### config.mk
export PLATFORM = sky130hd
export DESIGN_NAME = fios_pe_sequencer_flat
export DESIGN_NICKNAME = d
export VERILOG_FILES = /design/src/rtl/fios_pe_sequencer_if.sv /design/src/rtl/fios_pe_sequencer.sv /design/src/flat_wrapper.sv
export SDC_FILE = /design/constraint.sdc
export NUM_CORES = 1
export LEC_CHECK = 0
export BUFFER_PORTS_ARGS = -buffer_cell sky130_fd_sc_hd__buf_4
export CAP_MARGIN = 0
export CORE_ASPECT_RATIO = 0.5
export CORE_MARGIN = 1
export CORE_UTILIZATION = 54
export DETAILED_ROUTE_END_ITERATION = 10
export PLACE_DENSITY = 0.84
export SYNTH_ARGS = -nofsm -noshare
export SYNTH_HDL_FRONTEND = slang
export SYNTH_SLANG_ARGS = --single-unit
### constraint.sdc
create_clock -name clock_i -period 2.06 [get_ports clock_i]
set_input_delay 0.309 -clock clock_i [delete_from_list [all_inputs] [get_ports clock_i]]
set_output_delay 0.309 -clock clock_i [all_outputs]
set_load 0.01 [all_outputs]
### src/rtl/fios_pe_sequencer_if.sv
// Control bundle between the FIOS PE sequencer and the head of the PE chain.
// The start/done handshake and every per-cycle PE control travel together.
interface fios_pe_sequencer_if #(
    parameter int S = 8
);
    localparam int IW = $clog2(S);

    logic          start_i;
    logic          busy_o;
    logic          done_o;
    logic [IW-1:0] iter_o;
    logic [IW-1:0] idx_o;
    logic          a_reg_en_o;
    logic          m_reg_en_o;
    logic [1:0]    mux_A_sel_o;
    logic [1:0]    mux_B_sel_o;
    logic [1:0]    mux_C_sel_o;
    logic          CREG_en_o;
    logic [8:0]    OPMODE_o;
    logic          RES_delay_en_o;

    modport master (
        input  start_i,
        output busy_o, done_o, iter_o, idx_o, a_reg_en_o, m_reg_en_o,
               mux_A_sel_o, mux_B_sel_o, mux_C_sel_o, CREG_en_o, OPMODE_o,
               RES_delay_en_o
    );

    modport slave (
        output start_i,
        input  busy_o, done_o, iter_o, idx_o, a_reg_en_o, m_reg_en_o,
               mux_A_sel_o, mux_B_sel_o, mux_C_sel_o, CREG_en_o, OPMODE_o,
               RES_delay_en_o
    );
endinterface

### src/rtl/fios_pe_sequencer.sv
// Moore control sequencer for one FIOS Montgomery PE built on a single DSP48E2.
// Walks S outer iterations of LOAD/T0/WT0/M/WM/CAPM/J/DRAIN and pulses done.
module fios_pe_sequencer #(
    parameter int S   = 8,
    parameter int LAT = 4
) (
    input  logic                 clock_i,
    input  logic                 reset_n_i,
    fios_pe_sequencer_if.master  bus
);
    localparam int IW = $clog2(S);
    localparam int KW = $clog2(2 * S);
    localparam int WW = $clog2(LAT + 1);

    localparam logic [WW-1:0] WT_LAST = WW'((LAT > 1) ? LAT - 2 : 0);
    localparam logic [WW-1:0] DR_LAST = WW'(LAT - 1);
    localparam logic [KW-1:0] K_LAST  = KW'(2 * S - 1);
    localparam logic [IW-1:0] I_LAST  = IW'(S - 1);

    localparam logic [8:0] OP_ABC    = 9'h035;
    localparam logic [8:0] OP_AB     = 9'h005;
    localparam logic [8:0] OP_ABP    = 9'h025;
    localparam logic [8:0] OP_ABCSHF = 9'h1E5;

    typedef enum logic [3:0] {
        ST_IDLE, ST_LOAD, ST_T0, ST_WT0, ST_M, ST_WM, ST_CAPM, ST_J, ST_DRAIN, ST_DONE
    } state_e;

    typedef struct packed {
        logic          busy;
        logic          done;
        logic [IW-1:0] iter;
        logic [IW-1:0] idx;
        logic          a_reg_en;
        logic          m_reg_en;
        logic [1:0]    mux_a;
        logic [1:0]    mux_b;
        logic [1:0]    mux_c;
        logic          creg_en;
        logic [8:0]    opmode;
        logic          res_delay_en;
    } ctl_t;

    state_e        state_q, state_d;
    logic [IW-1:0] iter_q, iter_d;
    logic [KW-1:0] k_q, k_d;
    logic [WW-1:0] wait_q, wait_d;
    ctl_t          ctl_q, ctl_d;

    always_comb begin
        // NOTE: every variable gets a default before the case so no path leaves it unassigned (no latches).
        state_d = state_q;
        iter_d  = iter_q;
        k_d     = k_q;
        wait_d  = wait_q;
        unique case (state_q)
            ST_IDLE: begin
                iter_d = '0;
                if (bus.start_i) state_d = ST_LOAD;
            end
            ST_LOAD: state_d = ST_T0;
            ST_T0:   state_d = (LAT > 1) ? ST_WT0 : ST_M;
            ST_WT0: begin
                if (wait_q == WT_LAST) begin
                    wait_d  = '0;
                    state_d = ST_M;
                end else begin
                    wait_d = wait_q + WW'(1);
                end
            end
            ST_M:    state_d = (LAT > 1) ? ST_WM : ST_CAPM;
            ST_WM: begin
                if (wait_q == WT_LAST) begin
                    wait_d  = '0;
                    state_d = ST_CAPM;
                end else begin
                    wait_d = wait_q + WW'(1);
                end
            end
            ST_CAPM: begin
                k_d     = '0;
                state_d = ST_J;
            end
            ST_J: begin
                if (k_q == K_LAST) begin
                    k_d     = '0;
                    state_d = ST_DRAIN;
                end else begin
                    k_d = k_q + KW'(1);
                end
            end
            ST_DRAIN: begin
                if (wait_q == DR_LAST) begin
                    wait_d = '0;
                    if (iter_q == I_LAST) begin
                        state_d = ST_DONE;
                    end else begin
                        iter_d  = iter_q + IW'(1);
                        state_d = ST_LOAD;
                    end
                end else begin
                    wait_d = wait_q + WW'(1);
                end
            end
            ST_DONE: begin
                iter_d  = '0;
                state_d = ST_IDLE;
            end
            default: state_d = ST_IDLE;
        endcase
    end

    // NOTE: outputs are decoded from the next-state values and registered, so they change on the same edge as the state.
    always_comb begin
        ctl_d      = '0;
        ctl_d.busy = (state_d != ST_IDLE);
        ctl_d.done = (state_d == ST_DONE);
        ctl_d.iter = iter_d;
        unique case (state_d)
            ST_LOAD: begin
                ctl_d.a_reg_en = 1'b1;
                ctl_d.idx      = iter_d;
            end
            ST_T0: begin
                ctl_d.creg_en = 1'b1;
                ctl_d.opmode  = OP_ABC;
            end
            ST_M: begin
                ctl_d.mux_a        = 2'd1;
                ctl_d.mux_b        = 2'd1;
                ctl_d.opmode       = OP_AB;
                ctl_d.res_delay_en = 1'b1;
            end
            ST_CAPM: ctl_d.m_reg_en = 1'b1;
            ST_J: begin
                ctl_d.idx = k_d[KW-1:1];
                if (k_d[0]) begin
                    ctl_d.mux_a  = 2'd2;
                    ctl_d.mux_b  = 2'd2;
                    ctl_d.opmode = OP_ABP;
                end else begin
                    ctl_d.creg_en = 1'b1;
                    ctl_d.mux_c   = (k_d == '0) ? 2'd1 : 2'd2;
                    ctl_d.opmode  = (k_d == '0) ? OP_ABC : OP_ABCSHF;
                end
            end
            ST_DRAIN: ctl_d.res_delay_en = (wait_d == DR_LAST);
            default: ;
        endcase
    end

    always_ff @(posedge clock_i) begin
        if (!reset_n_i) begin
            state_q <= ST_IDLE;
            iter_q  <= '0;
            k_q     <= '0;
            wait_q  <= '0;
            ctl_q   <= '0;
        end else begin
            state_q <= state_d;
            iter_q  <= iter_d;
            k_q     <= k_d;
            wait_q  <= wait_d;
            ctl_q   <= ctl_d;
        end
    end

    assign bus.busy_o         = ctl_q.busy;
    assign bus.done_o         = ctl_q.done;
    assign bus.iter_o         = ctl_q.iter;
    assign bus.idx_o          = ctl_q.idx;
    assign bus.a_reg_en_o     = ctl_q.a_reg_en;
    assign bus.m_reg_en_o     = ctl_q.m_reg_en;
    assign bus.mux_A_sel_o    = ctl_q.mux_a;
    assign bus.mux_B_sel_o    = ctl_q.mux_b;
    assign bus.mux_C_sel_o    = ctl_q.mux_c;
    assign bus.CREG_en_o      = ctl_q.creg_en;
    assign bus.OPMODE_o       = ctl_q.opmode;
    assign bus.RES_delay_en_o = ctl_q.res_delay_en;
endmodule

### src/flat_wrapper.sv
// flat-port wrapper written by rule: the top's interface ports become plain ports
module fios_pe_sequencer_flat 
#(
    parameter int S   = 8,
    parameter int LAT = 4
)
  (clock_i, reset_n_i, bus_start_i, bus_busy_o, bus_done_o, bus_iter_o, bus_idx_o, bus_a_reg_en_o, bus_m_reg_en_o, bus_mux_A_sel_o, bus_mux_B_sel_o, bus_mux_C_sel_o, bus_CREG_en_o, bus_OPMODE_o, bus_RES_delay_en_o);
  fios_pe_sequencer_if #(.S(S)) bus_i ();
  input  logic clock_i;
  input  logic reset_n_i;
  input wire logic [$bits(bus_i.start_i)-1:0] bus_start_i;
  output wire logic [$bits(bus_i.busy_o)-1:0] bus_busy_o;
  output wire logic [$bits(bus_i.done_o)-1:0] bus_done_o;
  output wire logic [$bits(bus_i.iter_o)-1:0] bus_iter_o;
  output wire logic [$bits(bus_i.idx_o)-1:0] bus_idx_o;
  output wire logic [$bits(bus_i.a_reg_en_o)-1:0] bus_a_reg_en_o;
  output wire logic [$bits(bus_i.m_reg_en_o)-1:0] bus_m_reg_en_o;
  output wire logic [$bits(bus_i.mux_A_sel_o)-1:0] bus_mux_A_sel_o;
  output wire logic [$bits(bus_i.mux_B_sel_o)-1:0] bus_mux_B_sel_o;
  output wire logic [$bits(bus_i.mux_C_sel_o)-1:0] bus_mux_C_sel_o;
  output wire logic [$bits(bus_i.CREG_en_o)-1:0] bus_CREG_en_o;
  output wire logic [$bits(bus_i.OPMODE_o)-1:0] bus_OPMODE_o;
  output wire logic [$bits(bus_i.RES_delay_en_o)-1:0] bus_RES_delay_en_o;
  assign bus_i.start_i = bus_start_i;
  assign bus_busy_o = bus_i.busy_o;
  assign bus_done_o = bus_i.done_o;
  assign bus_iter_o = bus_i.iter_o;
  assign bus_idx_o = bus_i.idx_o;
  assign bus_a_reg_en_o = bus_i.a_reg_en_o;
  assign bus_m_reg_en_o = bus_i.m_reg_en_o;
  assign bus_mux_A_sel_o = bus_i.mux_A_sel_o;
  assign bus_mux_B_sel_o = bus_i.mux_B_sel_o;
  assign bus_mux_C_sel_o = bus_i.mux_C_sel_o;
  assign bus_CREG_en_o = bus_i.CREG_en_o;
  assign bus_OPMODE_o = bus_i.OPMODE_o;
  assign bus_RES_delay_en_o = bus_i.RES_delay_en_o;
  fios_pe_sequencer #(.S(S), .LAT(LAT)) u_core (.clock_i(clock_i), .reset_n_i(reset_n_i), .bus(bus_i));
endmodule
# After elaboration in Yosys (flattened, before gate mapping)
# Index checks and enable logic that the tools add are counted.
# classes
eq_ne,21
bitwise_logic,2
muxes,27
reduce_logical,6
add_sub_neg,3
# ops
operator,n
$pmux 4 s9,1
$mux 4,8
$eq 4x3->1 const B,7
$pmux 9 s3,1
$eq 4x4->1 const B,5
$mux 9,2
$pmux 3 s2,3
$pmux 4 s2,2
$eq 4x2->1 const B,3
$mux 3,4
$eq 3x2->1 const B,3
$eq 4x1->1 const B,2
$logic_not 4->1,2
$add 3x1->3 const B,2
$add 4x1->4 const B,1
$pmux 1 s2,2
$reduce_bool 4->1,1
$reduce_or 2->1,2
$eq 3x3->1 const B,1
$mux 1,3
$reduce_or 3->1,1
$mux 2,1
$not 1->1,2
# word_totals
wordCells,74
regBits,38

# Logic depth before layout (Yosys ltp)
# depth
ltp_word,7
depth_mapped,8
depth_no_buf,7

# Worst setup path after synthesis
# OpenSTA, ideal clock, no wires.
# synth_timing
kind,flip-flop to flip-flop
from,register u_core.k_q[0]
to,register u_core.ctl_q (netlist bit u_core.bus.idx_o[2])
setup_time_ps,117
path_stages_with_launch,9
t_arrival_ps,1776
slack_ps,167
path_buffers,2
synth_period_minus_slack_ps,1893
cell_sequence,dfxtp_1 ha_1 buf_2 and3_1 clkbuf_1 o32a_1 o311ai_1 nor3b_2 a22o_1
# synth_via
elab_chain_cells,5
word_cells_on_any_way,9
cone_classes,add/sub (1); eq/ne (3); mux (5)
# synth_lines
element,line_no,source
start: declaration,fios_pe_sequencer.sv:46,"logic [KW-1:0] k_q, k_d;"
start signal: assignment,fios_pe_sequencer.sv:162,k_q <= k_d;
$eq 4x4->1,fios_pe_sequencer.sv:85,if (k_q == K_LAST) begin
$mux 4,fios_pe_sequencer.sv:85,
$pmux 4 s9,fios_pe_sequencer.sv:56,unique case (state_q)
$eq 4x3->1 / $eq 4x1->1 (equally long branches),fios_pe_sequencer.sv:119,unique case (state_d)
$pmux 3 s2 *,fios_pe_sequencer.sv:119,
end signal: assignment,fios_pe_sequencer.sv:164,ctl_q <= ctl_d;
end: declaration,fios_pe_sequencer.sv:48,"ctl_t ctl_q, ctl_d;"
# Mark *: on every way between the ends. The rest lies on a longest branch, timed or not.
# A chain may end at the register's enable or synchronous reset.

# Final worst setup path
# layout_timing
from,register u_core.wait_q[0]
to,register u_core.ctl_q (netlist bit u_core.bus.idx_o[0])
# layout_via
elab_chain_cells,5
word_cells_on_any_way,11
cone_classes,eq/ne (4); mux (7)
# layout_lines
element,line_no,source
start: declaration,fios_pe_sequencer.sv:47,"logic [WW-1:0] wait_q, wait_d;"
start signal: assignment,fios_pe_sequencer.sv:163,wait_q <= wait_d;
$eq 3x2->1 (on tied branches),"fios_pe_sequencer.sv:93, fios_pe_sequencer.sv:64, fios_pe_sequencer.sv:73",
$mux 4 (on tied branches),"fios_pe_sequencer.sv:93, fios_pe_sequencer.sv:64, fios_pe_sequencer.sv:73",
$pmux 4 s9,fios_pe_sequencer.sv:56,
$eq 4x3->1 / $eq 4x1->1 (equally long branches),fios_pe_sequencer.sv:119,
$pmux 3 s2 *,fios_pe_sequencer.sv:119,
# Marked as above.

==> out/qor.csv <==
metric;value;unit
status;finished clean;
pwr-share-seq;46.1;%
drt_iter0_drc;73;
dpl-instance-area;1840;µm²
syn_to_final_growth;22.5;%
first_global_vias;1189;
crit_path_start_kind;flop;
syn_area;1610;µm²
pwr-share-comb;8.9;%
min_path_type;in -> reg;
die_y;40.6;µm
pin_count;30;
synth.distinct_cells;53;
clockPowerShare;45.0;%
switching_power;0.000315;W
grt_pass1_wl;5520;µm
synth_edf_count;0;
die_w;79.2;µm
p_leak;0.808;nW
drt-total-wl;3590;µm
antenna_found_initial;0;
end_kind;flop;
p_total;0.00138;W
ys_top_cells_by_area;dfxtp_1 (39%), ha_1 (5.4%), buf_4 (3.3%), nand2_1 (2.8%), and2_1 (2.7%);
rows;13;
internal-power;0.00106;W
crit_start;u_core.wait_q[0]$_SDFF_PN0_;
port_buffers;27;
synth_cells;176;
synthArstFlopShare;0;%
rsz0062_at_grt;false;
ys.flop_type;dfxtp_1;
grt_usage;23.9;%
detail_route.wl_per_cell;14.8;µm
swShare;22.9;%
initial_core_util;59.3;%
ys_seq_area_share;38.5;%
core_area;2720;µm²
drc_errors;0;
regArea;623;µm²
cellPowerDensity;699;nW/µm²
cts_buffers;5;
synth_top_area_share;38.5;%
num_vias;1354;
antenna_cells;0;
clockBufferDepth;2;
reg2reg_slack;130;ps
cts-root-buf;clkbuf_8;
first_pass_iters;4;
cts_tree;yes;
ys_seq_elements;31;
r2r-start;u_core.wait_q[0]$_SDFF_PN0_;
fill_cells;214;
gp_congestion;0.854;
ir_worst_vdd;0.388;mV
min_period;1930;ps
setup_viol;0;
htreeDepth;2;
gr-total-overflow;0;
drive_above_1_share;29.1;%
cts.sinks;31;
multiInputGateArea;873;µm²
max_freq;517;MHz
syn_area_per_cell;9.15;µm²
ant_nets;0;
period_share;93.9;%
cp_max_fo;5;
final_nets;215;
fin_setup_tns;0;ps
pre_cts_slack;112;ps
worstSetupPathType;reg -> reg;
clkSlewWorstSetupHoldPaths;70;ps
hp-start;reset_n_i;
yosysTopAreaCell;dfxtp_1;
drv_cap;0;
fin_ws;125;ps
yosysWarningCount;0;
dp_hpwl;2540;µm
clk-insertion-delay-late;290;ps
hold_buffers;0;
via_per_inst;5.57;
final_hold_viol_count;0;
grt_start_max_net_pins;19;
stdcell_area;1970;µm²
die-area;3220;µm²
crit_required;2240;ps
slew_viol_final;0;
utilization;72.6;%
skew;5.35;ps
cp.arrival;2120;ps
[final cells by class]
cell class              count  area share (%)
multi-input cells         123            44.3
clock buffers               6            4.19
clock inverters             2            1.78
flip-flops and latches     31            31.6
repair buffers             39            14.8
inverters                   5           0.952
well taps                  37            2.35
[stage by stage]
stage,std cells,hold slack (ps)
3_3_place_gp,235,534
5_1_grt,243,359
2_1_floorplan,177,446
6_report,243,366
4_1_cts,243,359
3_5_place_dp,235,532
[critical path, cell delays in order, from the launching register on]
cell and delay [ps]:
dfxtp_1 340, inv_1 90, ha_1 180, nand2b_1 130
a311o_1 380, a31oi_2 330, nor3b_2 130, a22o_1 250
[final timing paths]
kind,end,cells after the start
worst max-delay path,u_core.bus.idx_o[0]$_SDFF_PN0_,7
worst min-delay path,u_core.bus.busy_o$_SDFF_PN0_,2
worst max register to register,u_core.bus.idx_o[0]$_SDFF_PN0_,7
worst min register to register,u_core.wait_q[1]$_SDFF_PN0_,2
[cell usage after synthesis (3+ instances only)]
| library cell | count |
|---|---|
| a21oi_1 | 8 |
| a22o_1 | 3 |
| and2_1 | 7 |
| buf_2 | 7 |
| buf_4 | 7 |
| dfxtp_1 | 31 |
| ha_1 | 7 |
| inv_1 | 5 |
| nand2_1 | 12 |
| nand2b_1 | 6 |
| nand3_1 | 8 |
| nand3b_1 | 4 |
| nor2_1 | 11 |
| nor2b_1 | 4 |
| nor3_1 | 4 |
| o21ai_0 | 5 |
| o31ai_1 | 3 |
[cells by family (layout without fill, tap and decap cells)]
kind of cell	Yosys count	in the layout	synth area share, %
muxes	2	2	1.24
AOI/OAI and AO/OA	39	39	19.7
buffers and inverters	23	52	8.00
adders and majority gates	7	7	5.44
DFF	31	31	38.5
other	1	2	0.233
and+or+nand+nor	70	70	25.2
xor gates and xnor gates	3	3	1.63
[timing repair]
action | in CTS | in global routing
setup endpoints to repair | 1 | 8
gates cloned | 0 | 0
resized for setup | 2 | 2
buffers inserted | 0 | 0
[power groups by stage]
stage	combinational (W)	sequential, W	clock [W]
4_1_cts	0.000122	0.000634	0.000626
2_1_floorplan	0.0000866	0.000638	0
3_3_place_gp	0.000119	0.000646	0
5_1_grt	0.000133	0.000637	0.000652
3_5_place_dp	0.000122	0.000646	0
6_report	0.000123	0.000635	0.000621
[registers in the layout (all words and copies together), names as in the netlist, 2 cells and up]
name and count:
u_core.k_q 4, u_core.bus.mux_B_sel_o 2, u_core.iter_q 3, u_core.state_q 4, u_core.bus.idx_o 3, u_core.bus.mux_C_sel_o 2, u_core.bus.OPMODE_o 4, u_core.wait_q 3
[placed cells by master, fill, tap and decap left out, types with 2 or more instances in the layout]
cell type and n:
buf_4 39, xnor2_1 2, o21ba_2 2, nor4bb_1 2, nand2_1 12, a21boi_0 2, nand3_1 8, o22ai_1 2
a21oi_1 8, nor3_1 4, and2_1 7, mux2i_1 2, a22o_1 3, ha_1 7, nand2b_1 6, o21ai_0 5
inv_1 5, dfxtp_1 29, dfxtp_2 2, nand4b_1 2, nor2_1 11, nor2b_1 3, o31ai_1 3, clkbuf_8 6
conb_1 2, nand3b_1 4
[routing by layer]
layer	share of wire [%]	track usage [%]	vias up
met4	1.1	9.09	0
met5	0	0	-
met2	46	41.8	33
li1	-	-	678
met3	3.8	7.11	4
met1	49	29.2	639
(Power assumes the default switching activity.)
